File: src/rtl/dilithium_pkg.sv
// Shared ML-DSA constants and the sampler state type.
package dilithium_pkg;
    localparam int unsigned Q             = 8380417;
    localparam int unsigned N_COEF        = 256;
    localparam int unsigned COEF_W        = 24;
    localparam int unsigned LANE_W        = 64;
    localparam int unsigned SHAKE128_RATE = 168;
    localparam int unsigned BUF_BYTES     = 16;

    localparam logic [COEF_W-1:0] Q_COEF = COEF_W'(Q);

    typedef enum logic [1:0] {
        ST_IDLE,
        ST_SEED,
        ST_STREAM,
        ST_FLUSH
    } rej_state_t;
endpackage

File: src/rtl/rej_ntt_poly_if.sv
// SHAKE128 control and squeeze-lane handshake between the sampler and the XOF.
interface rej_ntt_poly_if;
    import dilithium_pkg::*;

    logic              xof_start;
    logic [15:0]       xof_idx;
    logic              xof_stop;
    logic [LANE_W-1:0] lane_data;
    logic              lane_valid;
    logic              lane_ready;

    modport master (output xof_start, xof_idx, xof_stop, lane_ready,
                    input  lane_data, lane_valid);
    modport slave  (input  xof_start, xof_idx, xof_stop, lane_ready,
                    output lane_data, lane_valid);
endinterface

File: src/rtl/rej_byte_buffer.sv
// Lane-to-triple unpacker: 16-byte FIFO-ordered buffer, byte 0 is the oldest.
module rej_byte_buffer
    import dilithium_pkg::*;
(
    input  logic              clk,
    input  logic              rst_n,
    input  logic              enable,
    input  logic              flush,
    input  logic [LANE_W-1:0] lane_data,
    input  logic              lane_valid,
    output logic              lane_ready,
    output logic [22:0]       cand,
    output logic              cand_valid
);
    logic [8*BUF_BYTES-1:0] bytes_q;
    logic [8*BUF_BYTES-1:0] shifted;
    logic [8*BUF_BYTES-1:0] bytes_n;
    logic [4:0]             cnt;
    logic [4:0]             cnt_base;
    logic [4:0]             cnt_n;
    logic                   push;

    assign lane_ready = enable && (cnt <= 5'd8);
    assign cand_valid = enable && (cnt >= 5'd3);
    // bit 7 of the third byte is dropped here, giving the 23-bit candidate
    assign cand       = bytes_q[22:0];
    assign push       = lane_valid && lane_ready;

    // bytes above cnt are kept zero so a new lane can be OR-ed in after the survivors
    always_comb begin
        shifted  = cand_valid ? (bytes_q >> 24) : bytes_q;
        cnt_base = cand_valid ? (cnt - 5'd3) : cnt;
        bytes_n  = shifted;
        cnt_n    = cnt_base;
        if (push) begin
            bytes_n = shifted | ({{(8*BUF_BYTES-LANE_W){1'b0}}, lane_data} << {cnt_base, 3'b000});
            cnt_n   = cnt_base + 5'd8;
        end
    end

    always_ff @(posedge clk or negedge rst_n) begin
        if (!rst_n) begin
            bytes_q <= '0;
            cnt     <= '0;
        end else if (flush) begin
            bytes_q <= '0;
            cnt     <= '0;
        end else begin
            bytes_q <= bytes_n;
            cnt     <= cnt_n;
        end
    end
endmodule

File: src/rtl/rej_ntt_poly.sv
// ML-DSA ExpandA rejection sampler: turns a SHAKE128 stream into 256 coefficients < Q.
// state  | meaning
// IDLE   | wait for start_rej, latch (i, j)
// SEED   | pulse xof_start
// STREAM | take lanes, test one candidate per cycle until 256 accepted
// FLUSH  | pulse done_rej/xof_stop, drop leftover bytes
module rej_ntt_poly
    import dilithium_pkg::*;
(
    input  logic              clk,
    input  logic              rst_n,
    input  logic              start_rej,
    input  logic [7:0]        i,
    input  logic [7:0]        j,
    rej_ntt_poly_if.master    xof,
    output logic [COEF_W-1:0] z_out,
    output logic              z_valid,
    output logic              done_rej
);
    rej_state_t  state, state_n;
    logic [15:0] idx;
    logic [8:0]  acc_cnt;
    logic        buf_en;
    logic        buf_flush;
    logic [22:0] cand;
    logic        cand_valid;
    logic        accept;

    rej_byte_buffer u_buf (
        .clk        (clk),
        .rst_n      (rst_n),
        .enable     (buf_en),
        .flush      (buf_flush),
        .lane_data  (xof.lane_data),
        .lane_valid (xof.lane_valid),
        .lane_ready (xof.lane_ready),
        .cand       (cand),
        .cand_valid (cand_valid)
    );

    assign accept      = cand_valid && ({1'b0, cand} < Q_COEF);
    assign xof.xof_idx = idx;

    always_ff @(posedge clk or negedge rst_n) begin
        if (!rst_n) state <= ST_IDLE;
        else        state <= state_n;
    end

    // once 256 are accepted the buffer is frozen for the last z_valid cycle, then FLUSH
    always_comb begin
        state_n       = state;
        xof.xof_start = 1'b0;
        xof.xof_stop  = 1'b0;
        done_rej      = 1'b0;
        buf_en        = 1'b0;
        buf_flush     = 1'b1;
        case (state)
            ST_IDLE: if (start_rej) state_n = ST_SEED;
            ST_SEED: begin
                xof.xof_start = 1'b1;
                state_n       = ST_STREAM;
            end
            ST_STREAM: begin
                buf_flush = 1'b0;
                if (acc_cnt == 9'(N_COEF)) state_n = ST_FLUSH;
                else                       buf_en  = 1'b1;
            end
            ST_FLUSH: begin
                done_rej     = 1'b1;
                xof.xof_stop = 1'b1;
                state_n      = ST_IDLE;
            end
            default: state_n = ST_IDLE;
        endcase
    end

    always_ff @(posedge clk or negedge rst_n) begin
        if (!rst_n) begin
            idx     <= '0;
            acc_cnt <= '0;
            z_out   <= '0;
            z_valid <= 1'b0;
        end else begin
            if (state == ST_IDLE && start_rej) begin
                idx     <= {i, j};
                acc_cnt <= '0;
            end else if (accept) begin
                acc_cnt <= acc_cnt + 9'd1;
            end
            z_valid <= accept;
            if (accept) z_out <= {1'b0, cand};
        end
    end
endmodule

File: src/flat_wrapper.sv
// flat-port wrapper written by rule: the top's interface ports become plain ports
module rej_ntt_poly_flat import dilithium_pkg::*;
  (clk, rst_n, start_rej, i, j, z_out, z_valid, done_rej, xof_xof_start, xof_xof_idx, xof_xof_stop, xof_lane_ready, xof_lane_data, xof_lane_valid);
  rej_ntt_poly_if xof_i ();
  input  logic clk;
  input  logic rst_n;
  input  logic start_rej;
  input  logic [7:0] i;
  input  logic [7:0] j;
  output logic [COEF_W-1:0] z_out;
  output logic z_valid;
  output logic done_rej;
  output wire logic [$bits(xof_i.xof_start)-1:0] xof_xof_start;
  output wire logic [$bits(xof_i.xof_idx)-1:0] xof_xof_idx;
  output wire logic [$bits(xof_i.xof_stop)-1:0] xof_xof_stop;
  output wire logic [$bits(xof_i.lane_ready)-1:0] xof_lane_ready;
  input wire logic [$bits(xof_i.lane_data)-1:0] xof_lane_data;
  input wire logic [$bits(xof_i.lane_valid)-1:0] xof_lane_valid;
  assign xof_xof_start = xof_i.xof_start;
  assign xof_xof_idx = xof_i.xof_idx;
  assign xof_xof_stop = xof_i.xof_stop;
  assign xof_lane_ready = xof_i.lane_ready;
  assign xof_i.lane_data = xof_lane_data;
  assign xof_i.lane_valid = xof_lane_valid;
  rej_ntt_poly u_core (.clk(clk), .rst_n(rst_n), .start_rej(start_rej), .i(i), .j(j), .xof(xof_i), .z_out(z_out), .z_valid(z_valid), .done_rej(done_rej));
endmodule
File: config.mk
export PLATFORM = sky130hd
export DESIGN_NAME = rej_ntt_poly_flat
export DESIGN_NICKNAME = d
export VERILOG_FILES = /design/src/rtl/dilithium_pkg.sv /design/src/rtl/rej_ntt_poly_if.sv /design/src/rtl/rej_byte_buffer.sv /design/src/rtl/rej_ntt_poly.sv /design/src/flat_wrapper.sv
export SDC_FILE = /design/constraint.sdc
export NUM_CORES = 1
export LEC_CHECK = 0
export ABC_AREA = 1
export BUFFER_PORTS_ARGS = -buffer_cell sky130_fd_sc_hd__buf_2
export CAP_MARGIN = 0
export CORE_ASPECT_RATIO = 1.2
export CORE_UTILIZATION = 54
export DETAILED_ROUTE_END_ITERATION = 6
export PLACE_DENSITY = 0.75
export REMOVE_ABC_BUFFERS = 1
export SLEW_MARGIN = 10
export SYNTH_ARGS = -nofsm -noshare
export SYNTH_HDL_FRONTEND = slang
export SYNTH_SLANG_ARGS = --single-unit
File: constraint.sdc
create_clock -name clk -period 3.4 [get_ports clk]
set_clock_uncertainty 0.2 [all_clocks]
set_input_delay 0.85 -clock clk [delete_from_list [all_inputs] [get_ports clk]]
set_output_delay 0.85 -clock clk [all_outputs]
set_load 0.05 [all_outputs]
==> summary.md <==
| Metric | Value |
|---|---|
| Worst Path Required | `3.55 ns` |
| Die Y | `162 µm` |
| Crit path capture type | `flop` |
| RSZ-0062 raised after global routing | `no` |
| Largest net degree at the start of global routing | `84` |
| Largest area contributor in the netlist | `dfrtp_1` |
| Syn. warnings | `0` |
| Core box area | `20900 µm²` |
| Nets | `1797` |
| Worst R2R End | `u_core.u_buf.bytes_q[87]` |
| Routed WL per cell | `17.6 µm` |
| Rows | `58` |
| Num CTS Buffers | `17` |
| Total wire length | `35000 µm` |
| Hpwl dp | `approximately 24000 µm` |
| Pleak | `7.02 nW` |
| DRC violations left | `0` |
| Later-pin clock latency in the skew report | `0.45 ns` |
| Area growth, synth to finish | `12.2%` |
| Clock tree buffer depth | `2` |
| RePlAce Congestion | `0.917` |
| Post-CTS Repair Setup Buffers | `0` |
| Drt first pass iters | `7` |
| R2r startpoint | `u_core.u_buf.cnt[0]` |
| Pwr Density | `~770 nW/µm²` |
| TritonCTS clock tree | `done` |
| Clock sinks | `179` |
| Worst hold margin | `0.212 ns` |
| Ys flop type | `dfrtp_1` |
| Post-DR vias/cell | `just under 6` |
| Slew Limit Fails | `0` |
| Worst vdd ir | `0.000517 V` |
| Hold_buf cts | `0` |
| Post-DRT Antenna Nets | `0` |
| Initial Util | `0.551` |
| Critical path startpoint category | `flop` |
| DR vias | `11700` |
| Final critical-path share of the clock period | `0.913` |
| Post_cts resized | `0` |
| Antenna Cells | `0` |
| Mean Syn Cell Area | `between 7 and 8 µm²` |
| Post-synth top cells | `529 x nand2_1, 324 x nand3_1, 179 x dfrtp_1, 139 x a21oi_1, 116 x inv_1` |
| I/O Buffers | `127` |
| Worst R2R Path Depth | `12` |
| IO Pins | `129` |
| Synth unique cells | `37` |
| Setup_tns | `0 ns` |
| Worst Hold Class | `input port to async pin` |
| Cell with the most instances after synthesis | `nand2_1` |
| Root buffer cell | `clkbuf_16` |
| #FFs+latches synth | `179` |
| Mapped Cells | `1628` |
| Layout cells sized above 1 | `0.139` |
| Max Cap Violations | `0` |
| R2r setup slk | `0.30 ns` |
| Asr flop ratio synth | `1.00` |
| Global route total overflow | `0` |
| Core Util, Final | `0.618` |
| Top-area cell type share of the netlist area | `0.389` |
| Sequential element share of the synthesized area | `0.389` |
| Final min period | `roughly 3.1 ns` |
| Mapped Area | `11500 µm²` |
| Drt first-iter violations | `1079` |
| Initial antenna violation count | `0` |
| Crit path max fanout | `between 40 and 50` |
| Vias in the first global route | `10900` |
| H-tree Lvls | `4` |
| FMAX | `0.322 GHz` |
| Setup CP Type | `flop to flop` |
| Synth area leaders | `dfrtp_1 39%, nand2_1 17%, nand3_1 14%, a21oi_1 6.0%, mux2i_1 6.0%` |
| Slew @ Worst Pin | `1.07 ns` |
| Relative slew slack | `0.287` |
| First-pass GRT wire length | `around 56000 µm` |
| Chip width | `about 140 µm` |
| WP data arrival | `about 3.3 ns` |
| Clk pin slew, worst setup/hold paths | `0.07 ns` |
| Final hold violations | `0` |
| Status | `finished, final reports clean` |
| All-Layer GR Usage | `0.333` |
| Final setup fails | `0` |
| EDFF count, synth | `0` |
| Die Footprint | `21900 µm²` |
==> routing by layer <==
metal | share of wire | up-vias | track usage
li1 | - | 5510 | -
met1 | 0.39 | 5452 | 0.418
met2 | 0.47 | 623 | 0.545
met3 | 0.085 | 129 | 0.0577
met4 | 0.049 | 0 | 0.182
met5 | 0 | - | 0
==> through the flow <==
step / cells / cell area [µm²] / total power, W / worst slack (ns)
3_5_place_dp: 1955 / 12300 / 0.00795 / 0.399
5_1_grt: 1987 / 12900 / 0.0106 / 0.134
4_1_cts: 1987 / 12900 / 0.00994 / 0.385
6_report: 1987 / 12900 / 0.00998 / 0.295
3_3_place_gp: 1955 / 12300 / 0.00789 / 0.455
2_1_floorplan: 1518 / 10900 / 0.00629 / -2.07
==> logic make-up after synthesis <==
| kind of cell | after synthesis | share of synthesized area |
|---|---|---|
| xor gates and xnor gates | 6 | 0.00456 |
| AOI/OAI and AO/OA | 214 | 0.0948 |
| muxes | 69 | 0.0600 |
| and+or+nand+nor | 911 | 0.348 |
| other | 1 | 0.000326 |
| DFF | 179 | 0.389 |
| buffers and inverters | 239 | 0.0937 |
| adders and majority gates | 9 | 0.00978 |
==> cell type report <==
type / instances / area (µm²)
fillers: 1942 / 7980
repair buffers: 167 / 1070
inverters: 129 / 493
clock buffers: 18 / 439
multi-input cells: 1210 / 5960
clock inverters: 14 / 136
flip-flops and latches: 179 / 4480
well taps: 270 / 338
==> cell usage in the layout (no fill, tap or decap), drive strengths merged <==
cell / synthesis / routed
nand2: 539 / 539
nand3: 325 / 325
dfrtp: 179 / 179
buf: 74 / 167
a21oi: 139 / 139
inv: 127 / 135
mux2i: 69 / 69
o21ai: 63 / 63
nor2: 20 / 20
clkbuf: 36 / 18
nor3: 15 / 15
ha: 9 / 9
a31oi: 8 / 8
nand4: 8 / 8
xor2: 6 / 6
clkinv: 2 / 5
nor4: 4 / 4
clkinvlp: 0 / 2
o211ai: 1 / 1
a21boi: 1 / 1
a211oi: 1 / 1
o31ai: 1 / 1
conb: 1 / 1
bufinv: 0 / 1
==> how the worst max path moves through the flow <==
| stage | to | slack (ns) | from |
|---|---|---|---|
| after floorplan | u_core.u_buf.bytes_q[88] | -2.07 | u_core.state[0] |
| after global placement | u_core.u_buf.bytes_q[87] | 0.46 | u_core.u_buf.cnt[0] |
| after detailed placement | u_core.u_buf.bytes_q[87] | 0.40 | u_core.u_buf.cnt[0] |
| after CTS | u_core.u_buf.bytes_q[87] | 0.39 | u_core.u_buf.cnt[0] |
| after global routing | u_core.u_buf.bytes_q[92] | 0.13 | u_core.u_buf.cnt[0] |
| final | u_core.u_buf.bytes_q[87] | 0.30 | u_core.u_buf.cnt[0] |
==> state kept, by name, summed over array words and instances (netlist names) <==
name,count
u_core.u_buf.bytes_q,123
u_core.z_valid,1
u_core.u_buf.cnt,5
u_core.state,2
u_core.xof.xof_idx,16
u_core.acc_cnt,9
u_core.z_out,23
==> report_power, final <==
group | internal (W) | switching, W | total, W | leakage, nW
combinational | 0.00141 | 0.00386 | 0.00527 | 4.27
clock | 0.00105 | 0.000924 | 0.00197 | 0.281
sequential | 0.00252 | 0.000222 | 0.00274 | 2.46
total | 0.00498 | 0.00501 | 0.00998 | 7.02
==> worst max-delay path, cell delays in order (launching register included) <==
cell     delay (ns)
dfrtp_1        0.46
ha_1           0.27
nor2_2         0.18
nand2_2        0.12
nand3_4        0.15
buf_4          0.32
nand2_2        0.10
nand2_2        0.14
buf_12         0.25
nand3_1        0.19
a21oi_1        0.35
nand3_1        0.12
a21oi_1        0.14
Power figures use the tool's default switching activity.
